`src/rtl/ped_xing_pkg.sv`:
```
// Shared types and helpers for the pedestrian crossing controller.
// State encoding plus the vehicle-light sanity check.
package ped_xing_pkg;

  localparam int STATE_W = 3;

  typedef enum logic [STATE_W-1:0] {
    IDLE,
    WAIT,
    WALK,
    FLASH,
    CLEAR,
    FAULT
  } state_e;

  // True when exactly one of red/yellow/green is lit.
  function automatic logic onehot3(input logic [2:0] v);
    return (v == 3'b001) || (v == 3'b010) || (v == 3'b100);
  endfunction

endpackage

```
`src/rtl/ped_btn_sync.sv`:
```
// Two-flop synchronizer plus rising-edge detect for the push button.
// Used by ped_crossing_ctrl only when PED_BTN_SYNC_EN is defined.
module ped_btn_sync (
  input  logic i_clk,
  input  logic i_rst_n,
  input  logic i_btn,
  output logic o_pulse
);

  logic s1_q, s2_q, s3_q;

  // Shift the raw button through the sync chain plus one history flop.
  always_ff @(posedge i_clk or negedge i_rst_n) begin
    if (!i_rst_n) begin
      s1_q <= 1'b0;
      s2_q <= 1'b0;
      s3_q <= 1'b0;
    end else begin
      s1_q <= i_btn;
      s2_q <= s1_q;
      s3_q <= s2_q;
    end
  end

  assign o_pulse = s2_q & ~s3_q;

endmodule

```
`src/rtl/ped_crossing_ctrl.sv`:
```
// Pedestrian crossing controller slaved to the vehicle traffic light.
// Define PED_BTN_SYNC_EN to treat i_btn as asynchronous (sync + edge).
module ped_crossing_ctrl #(
  parameter int WALK_TIME   = 5,
  parameter int FLASH_TIME  = 4,
  parameter int BLINK_HALF  = 1,
  parameter int COUNT_WIDTH = 5
) (
  input  logic                   i_clk,
  input  logic                   i_rst_n,
  input  logic                   i_red,
  input  logic                   i_yellow,
  input  logic                   i_green,
  input  logic                   i_btn,
  output logic                   o_walk,
  output logic                   o_dont_walk,
  output logic                   o_req_pending,
  output logic [COUNT_WIDTH-1:0] o_countdown,
  output logic                   o_fault
);

  import ped_xing_pkg::*;

  localparam int BW = (BLINK_HALF > 1) ? $clog2(BLINK_HALF) : 1;

  // The countdown includes the current cycle, so it opens at the
  // full walk+flash length and shows 1 in the last flash cycle.
  localparam logic [COUNT_WIDTH-1:0] CD_LOAD =
    COUNT_WIDTH'(WALK_TIME + FLASH_TIME);
  localparam logic [COUNT_WIDTH-1:0] CD_WALK_END =
    COUNT_WIDTH'(FLASH_TIME + 1);
  localparam logic [COUNT_WIDTH-1:0] CD_ONE =
    COUNT_WIDTH'(1);
  localparam logic [BW-1:0] BLINK_LOAD = BW'(BLINK_HALF - 1);

  state_e state_q, state_d;
  logic   red_q;
  logic   btn;
  logic   red_start;
  logic   req_any;

  logic                   walk_q, walk_d;
  logic                   dw_q, dw_d;
  logic                   req_q, req_d;
  logic [COUNT_WIDTH-1:0] cd_q, cd_d;
  logic                   fault_q, fault_d;
  logic [BW-1:0]          blink_q, blink_d;

`ifdef PED_BTN_SYNC_EN
  ped_btn_sync u_btn_sync (
    .i_clk   (i_clk),
    .i_rst_n (i_rst_n),
    .i_btn   (i_btn),
    .o_pulse (btn)
  );
`else
  assign btn = i_btn;
`endif

  // Next state; a bad light pattern overrides everything.
  always_comb begin
    red_start = i_red & ~red_q;
    req_any   = req_q | btn;
    state_d   = state_q;
    case (state_q)
      IDLE:
        if (btn) state_d = WAIT;
      WAIT:
        if (red_start) state_d = WALK;
      WALK:
        if (!i_red) state_d = req_q ? WAIT : IDLE;
        else if (cd_q == CD_WALK_END) state_d = FLASH;
      FLASH:
        if (!i_red) state_d = req_any ? WAIT : IDLE;
        else if (cd_q == CD_ONE) state_d = CLEAR;
      CLEAR:
        if (!i_red) state_d = req_any ? WAIT : IDLE;
      default:
        state_d = FAULT;
    endcase
    if (!onehot3({i_red, i_yellow, i_green})) state_d = FAULT;
  end

  // Output values for the state being entered.
  always_comb begin
    walk_d  = 1'b0;
    dw_d    = 1'b1;
    req_d   = 1'b0;
    cd_d    = '0;
    fault_d = 1'b0;
    blink_d = blink_q;
    case (state_d)
      WAIT:
        req_d = 1'b1;
      WALK: begin
        walk_d = 1'b1;
        dw_d   = 1'b0;
        cd_d   = (state_q == WALK) ? cd_q - 1'b1 : CD_LOAD;
      end
      FLASH: begin
        req_d = req_q | (btn & (state_q != WALK));
        cd_d  = cd_q - 1'b1;
        if (state_q != FLASH) begin
          dw_d    = 1'b1;
          blink_d = BLINK_LOAD;
        end else if (blink_q == '0) begin
          dw_d    = ~dw_q;
          blink_d = BLINK_LOAD;
        end else begin
          dw_d    = dw_q;
          blink_d = blink_q - 1'b1;
        end
      end
      CLEAR:
        req_d = req_any;
      FAULT:
        fault_d = 1'b1;
      default: ;
    endcase
  end

  // State, red history and all outputs are registered together.
  always_ff @(posedge i_clk or negedge i_rst_n) begin
    if (!i_rst_n) begin
      state_q <= IDLE;
      red_q   <= 1'b0;
      walk_q  <= 1'b0;
      dw_q    <= 1'b1;
      req_q   <= 1'b0;
      cd_q    <= '0;
      fault_q <= 1'b0;
      blink_q <= '0;
    end else begin
      state_q <= state_d;
      red_q   <= i_red;
      walk_q  <= walk_d;
      dw_q    <= dw_d;
      req_q   <= req_d;
      cd_q    <= cd_d;
      fault_q <= fault_d;
      blink_q <= blink_d;
    end
  end

  assign o_walk        = walk_q;
  assign o_dont_walk   = dw_q;
  assign o_req_pending = req_q;
  assign o_countdown   = cd_q;
  assign o_fault       = fault_q;

endmodule

```
`config.mk`:
```
export PLATFORM = sky130hd
export DESIGN_NAME = ped_crossing_ctrl
export DESIGN_NICKNAME = d
export VERILOG_FILES = /design/src/rtl/ped_xing_pkg.sv /design/src/rtl/ped_btn_sync.sv /design/src/rtl/ped_crossing_ctrl.sv
export SDC_FILE = /design/constraint.sdc
export NUM_CORES = 1
export LEC_CHECK = 0
export CORE_MARGIN = 1
export CORE_UTILIZATION = 30
export CTS_BUF_LIST = sky130_fd_sc_hd__clkbuf_4 sky130_fd_sc_hd__clkbuf_8
export DETAILED_ROUTE_END_ITERATION = 12
export GPL_TIMING_DRIVEN = 0
export SLEW_MARGIN = 20
export SYNTH_ARGS = -nofsm -noshare
export SYNTH_HDL_FRONTEND = slang
export SYNTH_SLANG_ARGS = --single-unit
```
`constraint.sdc`:
```
create_clock -name i_clk -period 2.5 [get_ports i_clk]
set_input_delay 0.625 -clock i_clk [delete_from_list [all_inputs] [get_ports i_clk]]
set_output_delay 0.625 -clock i_clk [all_outputs]
set_load 0.02 [all_outputs]
```
==> out/summary.txt, run 1 <==
RUN STATUS
---------------------------------------------------------------------------------
Result of the run                                                    finished, final reports clean

CRITICAL PATH
---------------------------------------------------------------------------------
Number of buffer and inverter instances along the worst setup path              3
Arrival time reported for the critical path endpoint                      2.53 ns
Worst Setup SP                                                              i_red
Critical Path RT                                                          2.70 ns
Biggest fanout along the worst timing path                                      9
Critical Setup Path Class                                                  in2reg
CP Cell Sequence                                                     clkdlybuf4s50_1 > clkbuf_1 > xor2_1 > o211a_1 > inv_1 > or4_4 > a21oi_1
Worst reg2reg path startpoint                                        o_countdown[1]
Endpoint class of the critical path                                          flop
Kind of cell adding the most delay to the critical path              buffers and inverters
Worst stage delay on the critical path                                    0.47 ns
Type of element launching the critical path                          primary input
Crit-path slowest cell                                               sky130_fd_sc_hd__clkdlybuf4s50_1

FINAL LAYOUT
---------------------------------------------------------------------------------
Count of antenna diodes in the layout                                           0
Final Instance Count excl. Fillers                                            118
Number of nets in the layout                                                   99
Register area                                                            327 um^2
Filler instances                                                              238
Area growth, synth to finish                                                28.0%
Fraction of layout instances using a drive strength above 1                 11.1%
Multi-input gate area                                                    372 um^2

CLOCKING
---------------------------------------------------------------------------------
Library cell used as clock root buffer                               sky130_fd_sc_hd__clkbuf_4
Number of buffers added by the clock tree synthesis step                        3
CTS hold repair buffers                                                         0
Skew-Pair Late Insertion Delay                                            0.28 ns
Quantity of gates resized following cts                                         0
Clock-pin transition on the worst setup and hold timing paths             0.07 ns
CTS HTree Levels                                                                1
Buffers inserted during post-CTS setup optimization                             0
Sink Count                                                                     13
Maximum root-to-sink buffer count                                               2
Clock tree from TritonCTS                                                   built

GLOBAL ROUTE
---------------------------------------------------------------------------------
Initial antenna violation count                                                 0
Overflow left after global routing                                              0
Global-route wire length before repair                                    2750 um
Maximum number of pins on one net before global-route repair                   14
Overall track demand over capacity in global routing                        14.1%
Via count of the first global-routing pass                                    612

TIMING
---------------------------------------------------------------------------------
Final Hold Fails                                                                0
Min cycle time layout                                                     2.33 ns
# setup viols final                                                             0
Layout Skew                                                            0.00961 ns
Worst hold slack after final layout                                      0.537 ns
Unrepaired setup endpoints after global routing                                no
Worst-case headroom to the max-slew limit                                   59.2%
Fmax achieved                                                             429 MHz
Transition time of the tightest slew-check pin                           0.611 ns
Final critical-path share of the clock period                               93.1%
Final slew viol count                                                           0

LOGIC SYNTHESIS
---------------------------------------------------------------------------------
Most common cell in the netlist                                      sky130_fd_sc_hd__dfrtp_1
Post-synthesis instance area                                             732 um^2
Net count of the mapped netlist                                                80
Library cell with the largest summed area after synthesis            sky130_fd_sc_hd__dfrtp_1
Count of flip-flops with a built-in enable after synthesis                      0
Seq cells post-synth                                                           13
Area share of the largest cell type after synthesis                         41.0%
Synth top cells by count                                             sky130_fd_sc_hd__dfrtp_1, sky130_fd_sc_hd__nor2_1, sky130_fd_sc_hd__inv_1
Synthesized area per cell                                               10.2 um^2
Share of synthesized registers carrying an async set or reset                100%
Most common flop cell mapped by yosys                                sky130_fd_sc_hd__dfrtp_1
Yosys Warn Count                                                                0
Number of different library cells in the post-synthesis netlist                36
Part of the Yosys area used for sequential elements                         44.6%
Number of instances in the synthesized netlist                                 72
Main area contributors after synthesis                               sky130_fd_sc_hd__dfrtp_1, sky130_fd_sc_hd__dfstp_2, sky130_fd_sc_hd__nor2_1

POWER
---------------------------------------------------------------------------------
Net load switching power                                                0.0835 mW
Power per cell area                                                   403 nW/um^2
Logic gate share of total power                                              5.8%
Reg power frac                                                              55.9%
Largest voltage drop on the vdd net                                        340 uV
Internal power component                                                 0.294 mW
Leakage dissipation                                                      0.404 nW
Clk pwr share                                                               38.3%
Switching power share of the total                                          22.1%
Total power draw                                                         0.378 mW

MIN PATH
---------------------------------------------------------------------------------
Critical hold path startpoint                                        o_countdown[0]
Worst hold path class                                                     reg2reg

FLOORPLAN
---------------------------------------------------------------------------------
Standard cell core area                                                 2250 um^2
Standard-cell rows                                                             17
Vertical extent of the die                                                51.4 um
Number of placed I/O pins                                                      15
Die Outline Area                                                        2640 um^2
Starting Density                                                            32.5%
Width of the die                                                          51.4 um

DETAILED ROUTING
---------------------------------------------------------------------------------
Post-route DRC                                                                  0
Drt via density                                                              5.09
Wirelength, routed                                                        1530 um
First-pass iteration count of the detailed router                               3
Average wire per cell in the routed design                                13.0 um
Violation count after the first detailed-route iteration                        5
Antenna Nets Post-Route                                                         0
Routed via count                                                              601

PLACEMENT
---------------------------------------------------------------------------------
Placed wire-length estimate                                               1130 um
IO buf count                                                                   14
Routability Congestion                                                      0.797
Total placed cells including tap cells                                        114

JOB
---------------------------------------------------------------------------------
Number of max-cap violations                                                    0

## worst reg2reg max path, stage by stage (launching register included)
cell and delay (ns):
sky130_fd_sc_hd__dfrtp_1 0.40, sky130_fd_sc_hd__inv_1 0.08, sky130_fd_sc_hd__ha_1 0.15, sky130_fd_sc_hd__or4b_4 0.49, sky130_fd_sc_hd__a32o_1 0.27, sky130_fd_sc_hd__or4_4 0.54, sky130_fd_sc_hd__a21oi_1 0.15
## registers in the layout, indices dropped and copies added (netlist names)
| name | cells |
|---|---|
| o_req_pending | 1 |
| o_dont_walk | 1 |
| o_countdown | 5 |
| o_fault | 1 |
| state_q | 3 |
| red_q | 1 |
| o_walk | 1 |
## routing by layer
metal	vias up	global-route usage, %	part of all wire, %
li1	298	-	-
met1	287	18.7	48
met2	14	21.6	46
met3	2	3.87	4.8
met4	0	5.41	1.3
met5	-	0	0
## power groups by stage
| stage | Clock, mW | Combinational (mW) | Sequential, mW |
|---|---|---|---|
| 3_3_place_gp | 0 | 0.0215 | 0.215 |
| 2_1_floorplan | 0 | 0.00729 | 0.215 |
| 4_1_cts | 0.149 | 0.0223 | 0.211 |
| 6_report | 0.145 | 0.0220 | 0.211 |
| 3_5_place_dp | 0 | 0.0221 | 0.215 |
| 5_1_grt | 0.161 | 0.0246 | 0.211 |
## cells in the final DEF, fill, tap and decap left out, types with 2 or more instances in the layout
master	synthesis	final
sky130_fd_sc_hd__nand2_1	4	4
sky130_fd_sc_hd__dfrtp_1	12	12
sky130_fd_sc_hd__a21o_1	2	2
sky130_fd_sc_hd__clkbuf_4	0	4
sky130_fd_sc_hd__nand3b_1	2	2
sky130_fd_sc_hd__nor3_1	2	2
sky130_fd_sc_hd__xnor2_1	2	2
sky130_fd_sc_hd__o21ai_0	3	3
sky130_fd_sc_hd__clkdlybuf4s50_1	0	14
sky130_fd_sc_hd__inv_1	6	6
sky130_fd_sc_hd__ha_1	2	2
sky130_fd_sc_hd__clkbuf_1	3	3
sky130_fd_sc_hd__nor2_1	7	7
sky130_fd_sc_hd__xor2_1	2	2
sky130_fd_sc_hd__nor2b_1	2	2
## logic make-up after synthesis
kind of cell / count (synthesis) / share of synthesized area [%]
AO/OA/AOI/OAI: 16 / 17.6
XOR/XNOR: 4 / 4.79
adder cells (fa/ha/maj): 2 / 3.42
buffers and inverters: 9 / 4.62
flip-flops: 13 / 44.6
multiplexers: 2 / 2.91
AND/OR/NAND/NOR: 26 / 22.1
## worst paths after layout
path	endpoint	slack (ns)	cells after the start
hold / removal	o_countdown[0]	0.54	1
setup / recovery	o_countdown[3]	0.17	7
max in group asynchronous	state_q[0]	1.38	1
hold reg to reg	o_countdown[0]	0.54	1
setup reg to reg	o_countdown[3]	0.34	6
min in group asynchronous	o_req_pending	0.72	1
## stage by stage
step                      setup slack [ns]  cell area (um^2)  setup TNS (ns)  utilization, %
after CTS                            0.166               937               0            41.6
after global placement             -0.0945               907          -0.576            40.2
final                                0.171               937               0            41.6
after detailed placement            -0.125               907          -0.675            40.2
after global routing                0.0607               937               0            41.6
after floorplan                      0.385               732               0               -
## area by class of cell
| cell class | count | area share (%) |
|---|---|---|
| Timing Repair Buffer | 14 | 15.0 |
| Buffer | 3 | 1.20 |
| Tap cell | 28 | 3.74 |
| Inverter | 6 | 2.40 |
| Sequential cell | 13 | 34.8 |
| Multi-Input combinational cell | 50 | 39.7 |
| Clock buffer | 4 | 3.20 |
Note: power is estimated with default switching activity, not from simulation.
==> inputs of run 2 (changes only) <==
--- a/config.mk
+++ b/config.mk
@@ -10,6 +10,7 @@
 export CTS_BUF_LIST = sky130_fd_sc_hd__clkbuf_4 sky130_fd_sc_hd__clkbuf_8
 export DETAILED_ROUTE_END_ITERATION = 12
 export GPL_TIMING_DRIVEN = 0
+export HOLD_SLACK_MARGIN = 0.15
 export SLEW_MARGIN = 20
 export SYNTH_ARGS = -nofsm -noshare
 export SYNTH_HDL_FRONTEND = slang
==> results of run 2 <==
No change in the layout: final DEF, timing and power equal those of run 1.
